File: src/rtl/hilo_muldiv_ctrl_pkg.sv
// Shared encodings for the HILO multiply/divide sequencer: op codes, FSM states
// and small op-decoding helpers.
package hilo_muldiv_ctrl_pkg;

    typedef enum logic [1:0] {
        OpMult  = 2'b00,
        OpMultu = 2'b01,
        OpDiv   = 2'b10,
        OpDivu  = 2'b11
    } op_e;

    typedef enum logic [2:0] {
        StIdle    = 3'd0,
        StMul     = 3'd1,
        StDivZero = 3'd2,
        StDivRun  = 3'd3,
        StDone    = 3'd4
    } state_e;

    function automatic logic op_is_div(input op_e op);
        return op[1];
    endfunction

    function automatic logic op_is_signed(input op_e op);
        return ~op[0];
    endfunction

endpackage

File: src/rtl/hilo_muldiv_ctrl_div_core.sv
// One restoring-division step per cycle on unsigned operands. It exposes the
// next remainder/quotient so the caller can capture the final step directly.
module hilo_muldiv_ctrl_div_core #(
    parameter int unsigned DATA_W = 32
) (
    input  logic              i_clk,
    input  logic              i_rst_n,
    input  logic              i_load,
    input  logic              i_step,
    input  logic [DATA_W-1:0] i_dividend,
    input  logic [DATA_W-1:0] i_divisor,
    output logic              o_last,
    output logic [DATA_W-1:0] o_rem_nxt,
    output logic [DATA_W-1:0] o_quot_nxt
);

    localparam int unsigned CNT_W = $clog2(DATA_W);

    logic [DATA_W-1:0] r_rem;
    logic [DATA_W-1:0] r_quot;
    logic [DATA_W-1:0] r_div;
    logic [CNT_W-1:0]  r_cnt;

    // The shifted remainder needs one extra bit before the trial subtract.
    logic [DATA_W:0] w_shift;
    logic            w_keep;

    always_comb begin
        w_shift    = {r_rem, r_quot[DATA_W-1]};
        w_keep     = (w_shift >= {1'b0, r_div});
        o_rem_nxt  = w_keep ? DATA_W'(w_shift - {1'b0, r_div}) : w_shift[DATA_W-1:0];
        o_quot_nxt = {r_quot[DATA_W-2:0], w_keep};
        o_last     = (r_cnt == CNT_W'(DATA_W - 1));
    end

    always_ff @(posedge i_clk or negedge i_rst_n) begin
        if (!i_rst_n) begin
            r_rem  <= '0;
            r_quot <= '0;
            r_div  <= '0;
            r_cnt  <= '0;
        end else if (i_load) begin
            r_rem  <= '0;
            r_quot <= i_dividend;
            r_div  <= i_divisor;
            r_cnt  <= '0;
        end else if (i_step) begin
            r_rem  <= o_rem_nxt;
            r_quot <= o_quot_nxt;
            r_cnt  <= r_cnt + CNT_W'(1);
        end
    end

endmodule

File: src/rtl/hilo_muldiv_ctrl.sv
// EX-stage multiply/divide sequencer: stalls the pipeline while busy and emits
// a one-cycle HI/LO result with its write enable.
module hilo_muldiv_ctrl
    import hilo_muldiv_ctrl_pkg::*;
#(
    parameter int unsigned DATA_W = 32
) (
    input  logic              i_clk,
    input  logic              i_rst_n,
    input  logic              i_flush,
    input  logic              i_start,
    input  logic [1:0]        i_op,
    input  logic [DATA_W-1:0] i_operand_a,
    input  logic [DATA_W-1:0] i_operand_b,
    output logic              o_stall_req,
    output logic              o_done,
    output logic              o_hilo_write_en,
    output logic [DATA_W-1:0] o_hi_result,
    output logic [DATA_W-1:0] o_lo_result
);

    state_e            r_state;
    op_e               r_op;
    logic [DATA_W-1:0] r_a;
    logic [DATA_W-1:0] r_b;
    logic [DATA_W-1:0] r_hi;
    logic [DATA_W-1:0] r_lo;

    op_e                 w_op;
    logic                w_accept;
    logic                w_div_load;
    logic [DATA_W-1:0]   w_abs_a;
    logic [DATA_W-1:0]   w_abs_b;
    logic [2*DATA_W-1:0] w_mul_a;
    logic [2*DATA_W-1:0] w_mul_b;
    logic [2*DATA_W-1:0] w_prod;
    logic                w_neg_q;
    logic                w_neg_r;
    logic                w_div_last;
    logic [DATA_W-1:0]   w_rem_nxt;
    logic [DATA_W-1:0]   w_quot_nxt;
    logic [DATA_W-1:0]   w_rem_fix;
    logic [DATA_W-1:0]   w_quot_fix;

    always_comb begin
        w_op       = op_e'(i_op);
        w_accept   = (r_state == StIdle) && i_start && !i_flush;
        w_div_load = w_accept && op_is_div(w_op) && (i_operand_b != '0);
        w_abs_a    = (op_is_signed(w_op) && i_operand_a[DATA_W-1]) ? -i_operand_a : i_operand_a;
        w_abs_b    = (op_is_signed(w_op) && i_operand_b[DATA_W-1]) ? -i_operand_b : i_operand_b;
        // Full-width extension gives the same low 64 bits as a 33-bit signed product.
        w_mul_a    = {{DATA_W{op_is_signed(r_op) & r_a[DATA_W-1]}}, r_a};
        w_mul_b    = {{DATA_W{op_is_signed(r_op) & r_b[DATA_W-1]}}, r_b};
        w_prod     = w_mul_a * w_mul_b;
        w_neg_q    = (r_op == OpDiv) && (r_a[DATA_W-1] ^ r_b[DATA_W-1]);
        w_neg_r    = (r_op == OpDiv) && r_a[DATA_W-1];
        w_quot_fix = w_neg_q ? -w_quot_nxt : w_quot_nxt;
        w_rem_fix  = w_neg_r ? -w_rem_nxt : w_rem_nxt;
    end

    hilo_muldiv_ctrl_div_core #(
        .DATA_W(DATA_W)
    ) u_div_core (
        .i_clk      (i_clk),
        .i_rst_n    (i_rst_n),
        .i_load     (w_div_load),
        .i_step     (r_state == StDivRun),
        .i_dividend (w_abs_a),
        .i_divisor  (w_abs_b),
        .o_last     (w_div_last),
        .o_rem_nxt  (w_rem_nxt),
        .o_quot_nxt (w_quot_nxt)
    );

    always_ff @(posedge i_clk or negedge i_rst_n) begin
        if (!i_rst_n) begin
            r_state <= StIdle;
            r_op    <= OpMult;
            r_a     <= '0;
            r_b     <= '0;
            r_hi    <= '0;
            r_lo    <= '0;
        end else if (i_flush) begin
            r_state <= StIdle;
        end else begin
            unique case (r_state)
                StIdle: begin
                    if (i_start) begin
                        r_op <= w_op;
                        r_a  <= i_operand_a;
                        r_b  <= i_operand_b;
                        if (!op_is_div(w_op)) begin
                            r_state <= StMul;
                        end else if (i_operand_b == '0) begin
                            r_state <= StDivZero;
                        end else begin
                            r_state <= StDivRun;
                        end
                    end
                end
                StMul: begin
                    r_hi    <= w_prod[2*DATA_W-1:DATA_W];
                    r_lo    <= w_prod[DATA_W-1:0];
                    r_state <= StDone;
                end
                StDivZero: begin
                    r_hi    <= r_a;
                    r_lo    <= '1;
                    r_state <= StDone;
                end
                StDivRun: begin
                    if (w_div_last) begin
                        r_hi    <= w_rem_fix;
                        r_lo    <= w_quot_fix;
                        r_state <= StDone;
                    end
                end
                StDone:  r_state <= StIdle;
                default: r_state <= StIdle;
            endcase
        end
    end

    // Gating with reset keeps every output low while reset is asserted.
    assign o_stall_req     = i_rst_n && (w_accept || (r_state inside {StMul, StDivZero, StDivRun}));
    assign o_done          = (r_state == StDone) && !i_flush;
    assign o_hilo_write_en = o_done;
    assign o_hi_result     = r_hi;
    assign o_lo_result     = r_lo;

endmodule

File: config.mk
export PLATFORM = sky130hd
export DESIGN_NAME = hilo_muldiv_ctrl
export DESIGN_NICKNAME = d
export VERILOG_FILES = /design/src/rtl/hilo_muldiv_ctrl_pkg.sv /design/src/rtl/hilo_muldiv_ctrl_div_core.sv /design/src/rtl/hilo_muldiv_ctrl.sv
export SDC_FILE = /design/constraint.sdc
export NUM_CORES = 2
export LEC_CHECK = 0
export BUFFER_PORTS_ARGS = -buffer_cell sky130_fd_sc_hd__buf_2
export CAP_MARGIN = 15
export CORE_MARGIN = 4
export CORE_UTILIZATION = 65
export CTS_CLUSTER_SIZE = 30
export DETAILED_ROUTE_END_ITERATION = 10
export PLACE_DENSITY_LB_ADDON = 0.12
export SETUP_SLACK_MARGIN = 0.02
export SLEW_MARGIN = 15
export SYNTH_ARGS = -nofsm -noshare
export SYNTH_HDL_FRONTEND = slang
export SYNTH_SLANG_ARGS = --single-unit
File: constraint.sdc
create_clock -name i_clk -period 15.9 [get_ports i_clk]
set_clock_uncertainty 0.2 [all_clocks]
set_input_delay 3.18 -clock i_clk [delete_from_list [all_inputs] [get_ports i_clk]]
set_output_delay 3.18 -clock i_clk [all_outputs]
set_load 0.05 [all_outputs]
[Word-level counts from Yosys, hierarchy flattened]
Cells that the tools add are included.
Storage, ports and cells
  register bits: 234
  input port bits: 70
  output and inout port bits: 67
  logic and storage cells: 75
Operators by class
  add/sub/neg operators: 6
  multipliers: 1
  order comparisons: 1
  equality and inequality tests: 9
  multiplexer cells: 21
  bitwise gates (word level): 6
  reductions and logical operators: 21
Operators with widths (count)
  $mux W32: 11
  $pmux W32 S3: 2
  $neg A32 Y32: 4
  $mul A33 B33 Y64: 1
  $ge A33 B32 Y1: 1
  $logic_not A32 Y1: 1
  $reduce_bool A32 Y1: 1
  $sub A32 B32 Y32: 1
  $logic_and A1 B1 Y1: 10
  $mux W5: 2
  $mux W3: 3
  $pmux W3 S3: 1
  $eq A3 B2 Y1 const B: 2
  $ne A3 B3 Y1 const B: 2
  $reduce_and A3 Y1: 2
  $add A5 B1 Y5 const B: 1
  $eq A5 B5 Y1 const B: 1
  $eq A3 B1 Y1 const B: 1
  $eq A3 B3 Y1 const B: 1
  $logic_not A3 Y1: 1
  $not A1 Y1: 3
  $reduce_bool A3 Y1: 1
  $and A1 B1 Y1: 2
  $eq A2 B2 Y1 const B: 1
  other kinds (9): 9

[Longest topological paths before layout]
  word-level depth: 6
  depth in mapped cells: 32
  mapped depth without buffers: 29

[Hierarchy]
From an unflattened synthesis, not the netlist that was laid out.
Second synthesis, totals
  cell total of the unflattened synthesis: 5871
  area, all modules: 52928.3 um^2
Modules (own cells, without submodules)
  hilo_muldiv_ctrl: times used 1, cells each 5104, area each 46191.8 um^2, seq. area each 3328.2 um^2
  hilo_muldiv_ctrl_div_core: times used 1, cells each 767, area each 6736.5 um^2, seq. area each 2527.4 um^2

[Worst setup path after synthesis]
OpenSTA, ideal clock, no wires.
  path type: input to output
  start point: in i_flush
  end point: out o_hilo_write_en
  arrival: 5.330 ns
  required time: 12.520 ns
  slack: 7.190 ns
  cell stages on the path: 2
  path buffers: 1
  path through: nor4b_1 buf_4
Between the ends
  longest elaborated chain between the ends: 2
Ends and longest elaborated chain
  start, declared: line hilo_muldiv_ctrl.sv:10  | input logic i_flush,
  $logic_not A1 Y1: line hilo_muldiv_ctrl.sv:126  | assign o_done = (r_state == StDone) && !i_flush;
  $logic_and A1 B1 Y1: line hilo_muldiv_ctrl.sv:126
  end, declared: line hilo_muldiv_ctrl.sv:17  | output logic o_hilo_write_en,
No other way between the ends.

[Final worst setup path]
  start point: reg r_a[31]
  end point: reg r_hi[28], in the netlist o_hi_result[28]
Between the ends
  longest elaborated chain between the ends: 4
  elaborated cells between the ends (all ways): 6
  classes of those cells: mul (1); mux (3); bitwise (1); reduce/logical (1)
Ends and longest elaborated chain
  start, declared: line hilo_muldiv_ctrl.sv:24  | logic [DATA_W-1:0] r_a;
  start signal, assigned: line hilo_muldiv_ctrl.sv:90  | r_a <= i_operand_a;
  parallel branches: the longest is 3 deep, another holds $mul A33 B33 Y64
  $pmux W32 S3 *: line hilo_muldiv_ctrl.sv:86  | unique case (r_state)
  end signal, assigned: line hilo_muldiv_ctrl.sv:102  | r_hi <= w_prod[2*DATA_W-1:DATA_W];
  end signal, assigned: line hilo_muldiv_ctrl.sv:107  | r_hi <= r_a;
  end signal, assigned: line hilo_muldiv_ctrl.sv:113  | r_hi <= w_rem_fix;
  end, declared: line hilo_muldiv_ctrl.sv:26  | logic [DATA_W-1:0] r_hi;
Mark *: on every way between the ends. The select of a mux whose other input is x is not followed.
A chain may end at the register's enable or synchronous reset.

==> results.toml <==
[status]
run_status = "complete, no violations"

[cts]
cts_resized = 0
clkTransAtPathRegs_ns = 0.07
clockBufferDepth = 3
numCtsBuffers = 26
cts_tree = "built"
cts_root_buffer = "clkbuf_16"
cts-hold-fix-buffers = 0
cts_sinks = 234
insertion_delay_ns = 0.56
post_cts_buffers = 0
cts_max_level = 1

[placed_design]
place_area_um2 = 54500
gp_congestion = 0.960
dp_hpwl_mm = 117
port_buffers = 136

[timing]
timing.fmax_mhz = 104
tightest_slew_ns = 1.14
fin_tns_setup_ns = 0
min_period_ns = 9.60
setup_viol = 0
hold_violations = 0
period_share_pct = 60.4
drv_slew = 0
slew_headroom_pct = 23.8
rsz0062_at_grt = "no"

[setup_path]
cp.arrival_ns = 9.82
cp_slowest_cell = "o21ai_0"
worst-path-max-fanout = 35
timing.critical_path.mode_cell = "fa_1"
path_delay_family = "adder cells"
crit_type = "reg -> reg"
cpPeakStageDelay_ns = 0.67
r2r_setup_slack_ns = 6.30
end_kind = "register"
cp_num_buf_inv = 9
worstPathRequired_ns = 16.12
start_kind = "register"

[global_routing]
grt_overflow = 0
grt_pass1_wl_mm = 242
antenna_found_initial = 5
grt_pass1_vias = 44200
grt_max_degree = 108
track_usage_pct = 35.8

[cells_and_area]
nets = 7439
final_area_um2 = 55400
final_common_cell = "inv_1"
drive_above_1_share_pct = 5.29
area_growth_pct = 4.00
layout_common_cells = "inv_1 (1183), fa_1 (1126), nand2_1 (1115)"

[synthesis]
syn-cell-area_um2 = 53200
ys_types = 89
async_flop_share_pct = 100
postSynthAreaPerCell_um2 = 8.69
synth-edff-count = 0
syn-num-nets = 7569
synth_seq_cells = 234
synth_flop_cell = "dfrtp_1"
yosys_warnings = 0
syn_inst = 6122
ys_seq_area_share_pct = 11.0

[routing]
drcViolationCount = 0
wl_per_cell_um = 21.1
drt_iter0_drc = 3197
dr.pass1.iters = 6
vias_per_cell = 5.95
drtAntennaViolNets = 0
drt_wl_total_mm = 149
num_vias = 42100

[die]
fp.dieH_um = 294
core_um2 = 80800
rows = 104
start_util_pct = 65.9
ios = 137
die_x_um = 294
die_area_um2 = 86500

[run]
drv_cap = 0

[worst_hold_path]
min_path_type = "reg -> reg"
sequential cells by signal, summed over array words and instances (netlist names):
name               cells
r_b                   32
o_lo_result           32
u_div_core.r_div      32
u_div_core.r_cnt       5
u_div_core.r_rem      32
r_a                   32
u_div_core.r_quot     32
o_hi_result           32
r_state                3
r_op                   2
path summary, 6_finish.rpt:
check | startpoint | end | cells after the start
worst max-delay path | r_a[31] | o_hi_result[28] | 31
worst min-delay path | o_hi_result[23] | o_hi_result[23] | 2
worst max register to register | r_a[31] | o_hi_result[28] | 31
worst min register to register | o_hi_result[23] | o_hi_result[23] | 2
max in group asynchronous | i_rst_n | r_b[15] | 2
min in group asynchronous | i_rst_n | u_div_core.r_div[19] | 1
through the flow:
step | utilization, % | instances | setup WS, ns | hold slack, ns
5_1_grt | 68.5 | 7073 | 5.78 | 0.300
3_3_place_gp | 67.4 | 7024 | 6.55 | 0.258
4_1_cts | 68.5 | 7072 | 6.36 | 0.278
2_1_floorplan | - | 6122 | 7.19 | 0.250
6_report | 68.5 | 7077 | 6.30 | 0.278
3_5_place_dp | 67.4 | 7024 | 6.41 | 0.264
metal layers:
| metal | global-route usage (%) | share of wire [%] |
|---|---|---|
| met5 | 0 | 0.0054 |
| met4 | 17.5 | 6.3 |
| met3 | 4.72 | 7.7 |
| met2 | 59.9 | 48 |
| met1 | 46.6 | 38 |
Yosys cell counts (19+ instances only):
library cell	count	area [µm²]
nor2_1	210	788
mux2i_1	22	220
nand3_1	65	325
nor3_1	52	260
o21a_1	19	143
xnor2_1	132	1160
nand2_1	1116	4190
dfrtp_1	234	5860
o22ai_1	31	194
a31oi_1	42	263
a21o_1	45	338
fa_1	1126	22500
clkbuf_1	342	1280
or3_1	26	163
and2_1	376	2350
a21oi_1	165	826
o31ai_1	29	218
inv_1	1183	4440
xor2_1	76	666
o211ai_1	22	165
and3_1	26	163
nand4_1	29	181
ha_1	251	3140
a211oi_1	19	143
o21ai_0	216	1080
kinds of logic (layout without fill, tap and decap cells):
group,count (synthesis),after routing,synth area share (%)
flip-flops,234,234,11.0
adder cells (fa/ha/maj),1377,1377,48.2
buffers and inverters,1560,1450,11.1
AO/OA/AOI/OAI,722,722,8.61
multiplexers,25,25,0.477
AND/OR/NAND/NOR,1995,1995,17.1
XOR/XNOR,209,209,3.45
other,0,5,0
tightest hold or removal path: stages (launching register included):
cell	delay (ns)
dfrtp_1	0.33
nand2_1	0.05
o21ai_0	0.06
final cells by class:
class	instances	area (µm²)
multi-input combinational	4328	41500
fill	6596	25400
sequential	234	5860
inverter	1184	4450
tap	1060	1330
timing repair buffer	218	1310
clock buffer	36	759
clock inverter	12	104
antenna	5	12.5
Power is not shown: default switching activity piles up to over one toggle a cycle in this logic, so the estimate is an artifact.
